--- src/rtl/uart_pkg.sv ---
// ============================================================================
// uart_pkg : FSM encodings and line levels shared by uart_tx / uart_rx
// Rev 1.0
// ============================================================================
`default_nettype none

package uart_pkg;

    localparam logic [2:0] ST_IDLE   = 3'd0;
    localparam logic [2:0] ST_START  = 3'd1;
    localparam logic [2:0] ST_DATA   = 3'd2;
    localparam logic [2:0] ST_PARITY = 3'd3;
    localparam logic [2:0] ST_STOP   = 3'd4;

    localparam logic UART_IDLE_LVL  = 1'b1;
    localparam logic UART_START_LVL = 1'b0;

endpackage : uart_pkg

`default_nettype wire

--- src/rtl/uart_tx.sv ---
// ============================================================================
// uart_tx : baud-tick driven UART transmitter with one-entry holding register
// Optional parity bit enabled by defining UART_TX_PARITY_EN.
// Rev 1.0
// ============================================================================
`default_nettype none

module uart_tx
    import uart_pkg::*;
#(
    parameter int DATA_BITS  = 8,
    parameter int STOP_BITS  = 1,
    parameter int PARITY_ODD = 0
) (
    input  logic                 clk,
    input  logic                 rst_n,
    input  logic                 baud_tick,
    input  logic [DATA_BITS-1:0] tx_data,
    input  logic                 tx_valid,
    output logic                 tx_ready,
    output logic                 tx,
    output logic                 tx_busy
);

    localparam int             BCW         = $clog2(DATA_BITS);
    localparam logic [BCW-1:0] C_LAST_BIT  = BCW'(DATA_BITS - 1);
    localparam logic           C_LAST_STOP = (STOP_BITS == 2);

    logic [2:0]           r_state;
    logic [2:0]           w_state_n;
    logic [DATA_BITS-1:0] r_shift;
    logic [DATA_BITS-1:0] w_shift_n;
    logic [DATA_BITS-1:0] r_hold;
    logic                 r_hold_valid;
    logic [BCW-1:0]       r_bit_cnt;
    logic [BCW-1:0]       w_bit_cnt_n;
    logic                 r_stop_cnt;
    logic                 w_stop_cnt_n;
    logic                 r_tx;
    logic                 w_tx_n;
    logic                 w_load;
    logic                 w_accept;

`ifdef UART_TX_PARITY_EN
    logic r_parity;
    logic w_parity_n;
`else
    logic w_unused_parity_odd;
    assign w_unused_parity_odd = (PARITY_ODD != 0);
`endif

    assign w_accept = tx_valid && !r_hold_valid;

    always_comb begin
        w_state_n    = r_state;
        w_shift_n    = r_shift;
        w_bit_cnt_n  = r_bit_cnt;
        w_stop_cnt_n = r_stop_cnt;
        w_load       = 1'b0;
`ifdef UART_TX_PARITY_EN
        w_parity_n   = r_parity;
`endif
        if (baud_tick) begin
            case (r_state)
                ST_IDLE: begin
                    if (r_hold_valid) begin
                        w_load    = 1'b1;
                        w_state_n = ST_START;
                    end
                end
                ST_START: begin
                    w_state_n   = ST_DATA;
                    w_bit_cnt_n = '0;
                end
                ST_DATA: begin
                    if (r_bit_cnt == C_LAST_BIT) begin
`ifdef UART_TX_PARITY_EN
                        w_state_n = ST_PARITY;
`else
                        w_state_n = ST_STOP;
`endif
                        w_stop_cnt_n = 1'b0;
                    end else begin
                        w_shift_n   = {1'b0, r_shift[DATA_BITS-1:1]};
                        w_bit_cnt_n = r_bit_cnt + BCW'(1);
                    end
                end
`ifdef UART_TX_PARITY_EN
                ST_PARITY: begin
                    w_state_n    = ST_STOP;
                    w_stop_cnt_n = 1'b0;
                end
`endif
                ST_STOP: begin
                    if (r_stop_cnt == C_LAST_STOP) begin
                        // Chain straight into the next frame when a word is waiting.
                        if (r_hold_valid) begin
                            w_load    = 1'b1;
                            w_state_n = ST_START;
                        end else begin
                            w_state_n = ST_IDLE;
                        end
                    end else begin
                        w_stop_cnt_n = r_stop_cnt + 1'b1;
                    end
                end
                default: w_state_n = ST_IDLE;
            endcase
        end
        if (w_load) begin
            w_shift_n  = r_hold;
`ifdef UART_TX_PARITY_EN
            w_parity_n = (^r_hold) ^ (PARITY_ODD != 0);
`endif
        end
    end

    // Line level follows the state being entered so tx moves one clk after the tick.
    always_comb begin
        w_tx_n = UART_IDLE_LVL;
        case (w_state_n)
            ST_START:  w_tx_n = UART_START_LVL;
            ST_DATA:   w_tx_n = w_shift_n[0];
`ifdef UART_TX_PARITY_EN
            ST_PARITY: w_tx_n = w_parity_n;
`endif
            default:   w_tx_n = UART_IDLE_LVL;
        endcase
    end

    always_ff @(posedge clk or negedge rst_n) begin
        if (!rst_n) begin
            r_state      <= ST_IDLE;
            r_shift      <= '0;
            r_hold       <= '0;
            r_hold_valid <= 1'b0;
            r_bit_cnt    <= '0;
            r_stop_cnt   <= 1'b0;
            r_tx         <= UART_IDLE_LVL;
`ifdef UART_TX_PARITY_EN
            r_parity     <= 1'b0;
`endif
        end else begin
            r_state    <= w_state_n;
            r_shift    <= w_shift_n;
            r_bit_cnt  <= w_bit_cnt_n;
            r_stop_cnt <= w_stop_cnt_n;
            r_tx       <= w_tx_n;
`ifdef UART_TX_PARITY_EN
            r_parity   <= w_parity_n;
`endif
            if (w_accept) begin
                r_hold       <= tx_data;
                r_hold_valid <= 1'b1;
            end else if (w_load) begin
                r_hold_valid <= 1'b0;
            end
        end
    end

    assign tx_ready = !r_hold_valid;
    assign tx       = r_tx;
    assign tx_busy  = (r_state != ST_IDLE);

endmodule : uart_tx

`default_nettype wire
--- config.mk ---
export PLATFORM = sky130hd
export DESIGN_NAME = uart_tx
export DESIGN_NICKNAME = d
export VERILOG_FILES = /design/src/rtl/uart_pkg.sv /design/src/rtl/uart_tx.sv
export SDC_FILE = /design/constraint.sdc
export NUM_CORES = 1
export LEC_CHECK = 0
export BUFFER_PORTS_ARGS = -buffer_cell sky130_fd_sc_hd__buf_2
export CORE_ASPECT_RATIO = 1.2
export CORE_MARGIN = 2
export CORE_UTILIZATION = 40
export DETAILED_ROUTE_END_ITERATION = 7
export HOLD_SLACK_MARGIN = 0.03
export PLACE_DENSITY_LB_ADDON = 0.12
export RECOVER_POWER = 25
export SLEW_MARGIN = 15
export SYNTH_ARGS = -nofsm -noshare
export SYNTH_HDL_FRONTEND = slang
export SYNTH_SLANG_ARGS = --single-unit
--- constraint.sdc ---
create_clock -name clk -period 2.8 [get_ports clk]
set_clock_uncertainty 0.2 [all_clocks]
set_input_delay 0.56 -clock clk [delete_from_list [all_inputs] [get_ports clk]]
set_output_delay 0.56 -clock clk [all_outputs]
set_load 0.01 [all_outputs]
==> metrics, run 1 <==
synthesized cell area=0.00110 mm^2; count of pins over their slew limit=0; Clock Power Share=13.7%; final setup TNS=0 ps; first-pass GRT wire length=3710 um; yosys synthesis warning count=0; hold_ws=279 ps; Starting Density=42.6%; Pint=0.829 mW; Power Total=1.26 mW; area delta synth->final=13.2%; Max Cap Violations=0; HP Class=input port to flop; CTS Buffer Depth=2; synthesized instance count=91; drt first pass iters=4; Critical Path RT=2860 ps; GR Util All Layers=15.7%; wire per inst=14.0 um; P per Cell Area=1020 mW/mm^2; Yosys cell types=28; minimum clock period=2410 ps; Synth Register Bits=24; final WL=1960 um; final instance area=0.00124 mm^2; syn nets=105; most frequent cells in the layout=23 x dfrtp_1, 13 x buf_2, 12 x inv_1, 8 x mux2_2, 6 x a222oi_1; CP endpoint kind=flop; diode count=0; Combinational Power Share=35.6%; startpoint types=flop; Setup Fix Bufs, Post-CTS=0; die footprint=0.00318 mm^2; Worst path slowest cell=dfrtp_1; nets@finish=122; clk sink count=24; DRC=0; Worst slew margin=16.5%; CP most frequent cell=ha_1; pre-CTS setup slack=406 ps; CP arrival=2460 ps; largest net degree at the start of global routing=25; core area=0.00258 mm^2; Root Buffer=clkbuf_4; Via Count=768; FP Rows=20; most common cell after layout, fill and taps aside=dfrtp_1; Worst Tran Pin Value=1250 ps; fmax=415 MHz; initial antenna violation count=0; Final Cycle Share=86.1%; Final ANT Viol Nets=0; Finish-stage setup viols=0; crit-path cells=ha_1 > ha_1 > or3b_1 > a211o_1 > a221oi_2 > o32a_2; outcome=completed; die height=61.4 um; Leak=0.587 nW; Sw Ratio=34.3%; Net Sw Power=0.434 mW; DPL Wire Length=1450 um; Buffers on Ports=14; Cell Area, Placed=0.00120 mm^2; Clock transition at path regs=120 ps; layout cells sized above 1=28.0%; Synth Area per Inst=12.1 um^2; TritonCTS clock tree=yes; critical setup path kind=flop to flop; unrepaired setup endpoints after global routing=no; Die X=51.8 um; htree depth=1; CP peak stage delay=430 ps; placed cells=135; sequential power share=50.6%; vias in the first global route=846; sequential area share after synthesis=54.8%; Layout Utilization=48.3%; grt ovf=0; final-report hold violation count=0; CTS Buf Count=3; RD Place Congestion=0.761; Max IR drop VDD=449 uV; worst skew pair latency=300 ps; I/O Pins=15; Post-Layout Cell Count=140; Avg Vias per Cell=5.49; DRT iter0 DRCs=32; final setup margin=390 ps; Crit Path Max Fanout=7
-- kinds of logic after synthesis --
group / Yosys count / synth area share, %
AOI/OAI and AO/OA: 23 / 17.2
muxes: 9 / 9.11
buffers and inverters: 15 / 5.12
adders and majority gates: 2 / 2.28
and+or+nand+nor: 18 / 11.5
DFF: 24 / 54.8
-- power groups by stage --
stage / sequential [mW] / clock [mW] / combinational, mW
final: 0.640 / 0.174 / 0.450
after global placement: 0.642 / 0 / 0.442
after detailed placement: 0.646 / 0 / 0.458
after global routing: 0.667 / 0.196 / 0.527
after floorplan: 0.602 / 0 / 0.375
after CTS: 0.641 / 0.184 / 0.461
-- state kept, by name, summed over array words and instances (netlist names) --
register / count
r_hold: 8
r_shift: 8
r_bit_cnt: 3
r_state: 3
r_hold_valid: 1
tx: 1
-- worst max-delay path, delay by kind of cell (launching register included) --
kind / cells / cell delay (ps)
flip-flops: 1 / 430
AND/OR/NAND/NOR: 1 / 370
adder cells (fa/ha/maj): 2 / 480
AO/OA/AOI/OAI: 3 / 890
-- Yosys cell counts --
library cell,instances,area (um^2)
a211o_1,1,8.76
a211oi_1,1,7.51
a21o_1,1,7.51
a221oi_2,1,15.0
a222oi_1,6,60.1
a22oi_1,2,15.0
a31oi_1,2,12.5
and2_1,1,6.26
and4bb_2,1,12.5
clkbuf_1,3,11.3
dfrtp_1,23,576
dfstp_2,1,26.3
ha_1,2,25.0
inv_1,12,45.0
mux2_2,8,90.1
mux2i_1,1,10.0
nand2_1,2,7.51
nand2b_1,2,12.5
nand4b_1,1,8.76
nor2_1,3,11.3
nor2b_1,3,18.8
nor3_1,2,10.0
nor4b_4,1,23.8
o21ai_0,5,25.0
o2bb2ai_1,3,26.3
o32a_2,1,11.3
or3_1,1,6.26
or3b_1,1,8.76
-- metal layers --
metal | vias up | wire length [um] | global-route usage, % | share of wire (%)
met4 | 0 | 18 | 5.64 | 0.92
li1 | 367 | - | - | -
met5 | - | 0 | 0 | 0
met3 | 2 | 66 | 2.91 | 3.4
met1 | 385 | 877 | 19.6 | 45
met2 | 14 | 992 | 27.3 | 51
-- final cells by class --
type	instances	area, um^2
fillers	261	1330
flip-flops and latches	24	602
multi-input cells	52	440
clock buffers	4	36.3
inverters	12	45.0
repair buffers	15	78.8
well taps	33	41.3
-- final timing paths --
check	start	endpoint	slack, ps	depth (start not counted)
hold / removal	tx_data[1]	r_hold[1]	280	2
setup reg to reg	r_bit_cnt[0]	tx	390	6
setup / recovery	r_bit_cnt[0]	tx	390	6
min in group asynchronous	rst_n	r_state[2]	830	2
max in group asynchronous	rst_n	r_hold[2]	840	2
hold reg to reg	r_hold[7]	r_shift[7]	300	2
-- what timing repair did --
item	CTS	global route
hold buffers	1	0
resized for setup	0	0
hold endpoints to repair	23	0
Power figures use the tool's default switching activity.
==> inputs of run 2 (changes only) <==
--- a/config.mk
+++ b/config.mk
@@ -6,7 +6,7 @@
 export NUM_CORES = 1
 export LEC_CHECK = 0
 export BUFFER_PORTS_ARGS = -buffer_cell sky130_fd_sc_hd__buf_2
-export CORE_ASPECT_RATIO = 1.2
+export CORE_ASPECT_RATIO = 1.1
 export CORE_MARGIN = 2
 export CORE_UTILIZATION = 40
 export DETAILED_ROUTE_END_ITERATION = 7
==> run 2 against run 1 <==
Worst hold slack worse by 8.8 ps. Worst setup slack lost 4.5 ps. Core utilization is 0.24 points lower. Sequential power barely moved. Critical endpoint unchanged.
==> metrics, run 2 (synthesis results as in run 1) <==
outcome=completed; HP Class=input port to flop; layout cells sized above 1=27.4%; hold buffer count at CTS=0; wire per inst=14.4 um; Setup Fix Bufs, Post-CTS=0; RD Place Congestion=0.719; DRT iter0 DRCs=38; TritonCTS clock tree=yes; Crit Path Max Fanout=7; diode count=0; Buffers on Ports=14; Worst Tran Pin Value=1270 ps; Root Buffer=clkbuf_4; most frequent cells in the layout=23 x dfrtp_1, 13 x buf_2, 12 x inv_1, 8 x mux2_2, 6 x a222oi_1; final instance area=0.00122 mm^2; P per Cell Area=1020 mW/mm^2; Clock transition at path regs=130 ps; DRC=0; Power Total=1.24 mW; Final ANT Viol Nets=0; nets@finish=121; Max IR drop VDD=446 uV; CP most frequent cell=ha_1; Buf/Inv on CP=0; final WL=1970 um; post-CTS sizing=0; Avg Vias per Cell=5.49; minimum clock period=2410 ps; FP Rows=19; vias in the first global route=762; CP arrival=2470 ps; CP endpoint kind=flop; count of pins over their slew limit=0; Worst path slowest cell=dfrtp_1; clk sink count=24; area delta synth->final=11.2%; Worst slew margin=15.7%; first-pass GRT wire length=3370 um; GR Util All Layers=14.6%; DPL Wire Length=1400 um; Cell Area, Placed=0.00120 mm^2; final setup TNS=0 ps; startpoint types=flop; Leak=0.577 nW; core area=0.00254 mm^2; initial antenna violation count=0; largest net degree at the start of global routing=25; I/O Pins=15; top flop regs=r_hold (8), r_shift (8); most common cell after layout, fill and taps aside=dfrtp_1; unrepaired setup endpoints after global routing=no; Layout Utilization=48.0%; Max Cap Violations=0; CTS Buf Count=3; CP peak stage delay=430 ps; htree depth=1; die footprint=0.00318 mm^2; cell family with most CP delay=compound AO/OA/AOI/OAI gates; Starting Density=43.2%; worst skew pair latency=300 ps; Via Count=752; die height=59.0 um; critical setup path kind=flop to flop; pre-CTS setup slack=400 ps; final-report hold violation count=0; drt first pass iters=4; Die X=54.0 um; Finish-stage setup viols=0; crit-path cells=ha_1 > ha_1 > or3b_1 > a211o_1 > a221oi_2 > o32a_2; final setup margin=386 ps; Critical Path RT=2860 ps; fmax=414 MHz; grt ovf=0; CTS Buffer Depth=2; Final Cycle Share=86.2%
-- run 2: stage by stage --
| stage | hold slack, ps | std cells |
|---|---|---|
| 2_1_floorplan | 64.4 | 91 |
| 3_3_place_gp | 265 | 133 |
| 3_5_place_dp | 279 | 133 |
| 4_1_cts | 30.2 | 137 |
| 5_1_grt | 258 | 137 |
| 6_report | 271 | 137 |
-- run 2: worst paths after layout --
path | to | start | slack, ps | cells past startpoint
worst max-delay path | tx | r_bit_cnt[0] | 390 | 6
worst min-delay path | r_hold_valid | tx_valid | 270 | 3
worst max register to register | tx | r_bit_cnt[0] | 390 | 6
worst min register to register | r_shift[7] | r_hold[7] | 290 | 2
max in group asynchronous | r_shift[0] | rst_n | 1360 | 1
min in group asynchronous | r_bit_cnt[2] | rst_n | 290 | 1
-- run 2: cell type report --
class                      count  area (um^2)
clock buffer                   4         26.3
multi-input combinational     52          440
timing repair buffer          14         68.8
inverter                      12         45.0
fill                         247         1320
sequential                    24          602
tap                           31         38.8
-- run 2: layer usage --
layer | GRT usage (%) | part of all wire (%)
met1 | 18.9 | 46
met2 | 23.5 | 49
met3 | 3.05 | 3.5
met4 | 5.49 | 0.81
met5 | 0 | 0
-- run 2: report_power, final --
| part | leakage [nW] | switching, mW | total [mW] | internal (mW) |
|---|---|---|---|---|
| clock | 0.0150 | 0.0985 | 0.154 | 0.0555 |
| sequential | 0.292 | 0.128 | 0.639 | 0.511 |
| combinational | 0.270 | 0.209 | 0.447 | 0.238 |
-- run 2: worst register-to-register path: stages, from the launching register on --
cell and delay (ps):
dfrtp_1 430, ha_1 210, ha_1 270, or3b_1 370
a211o_1 370, a221oi_2 330, o32a_2 190
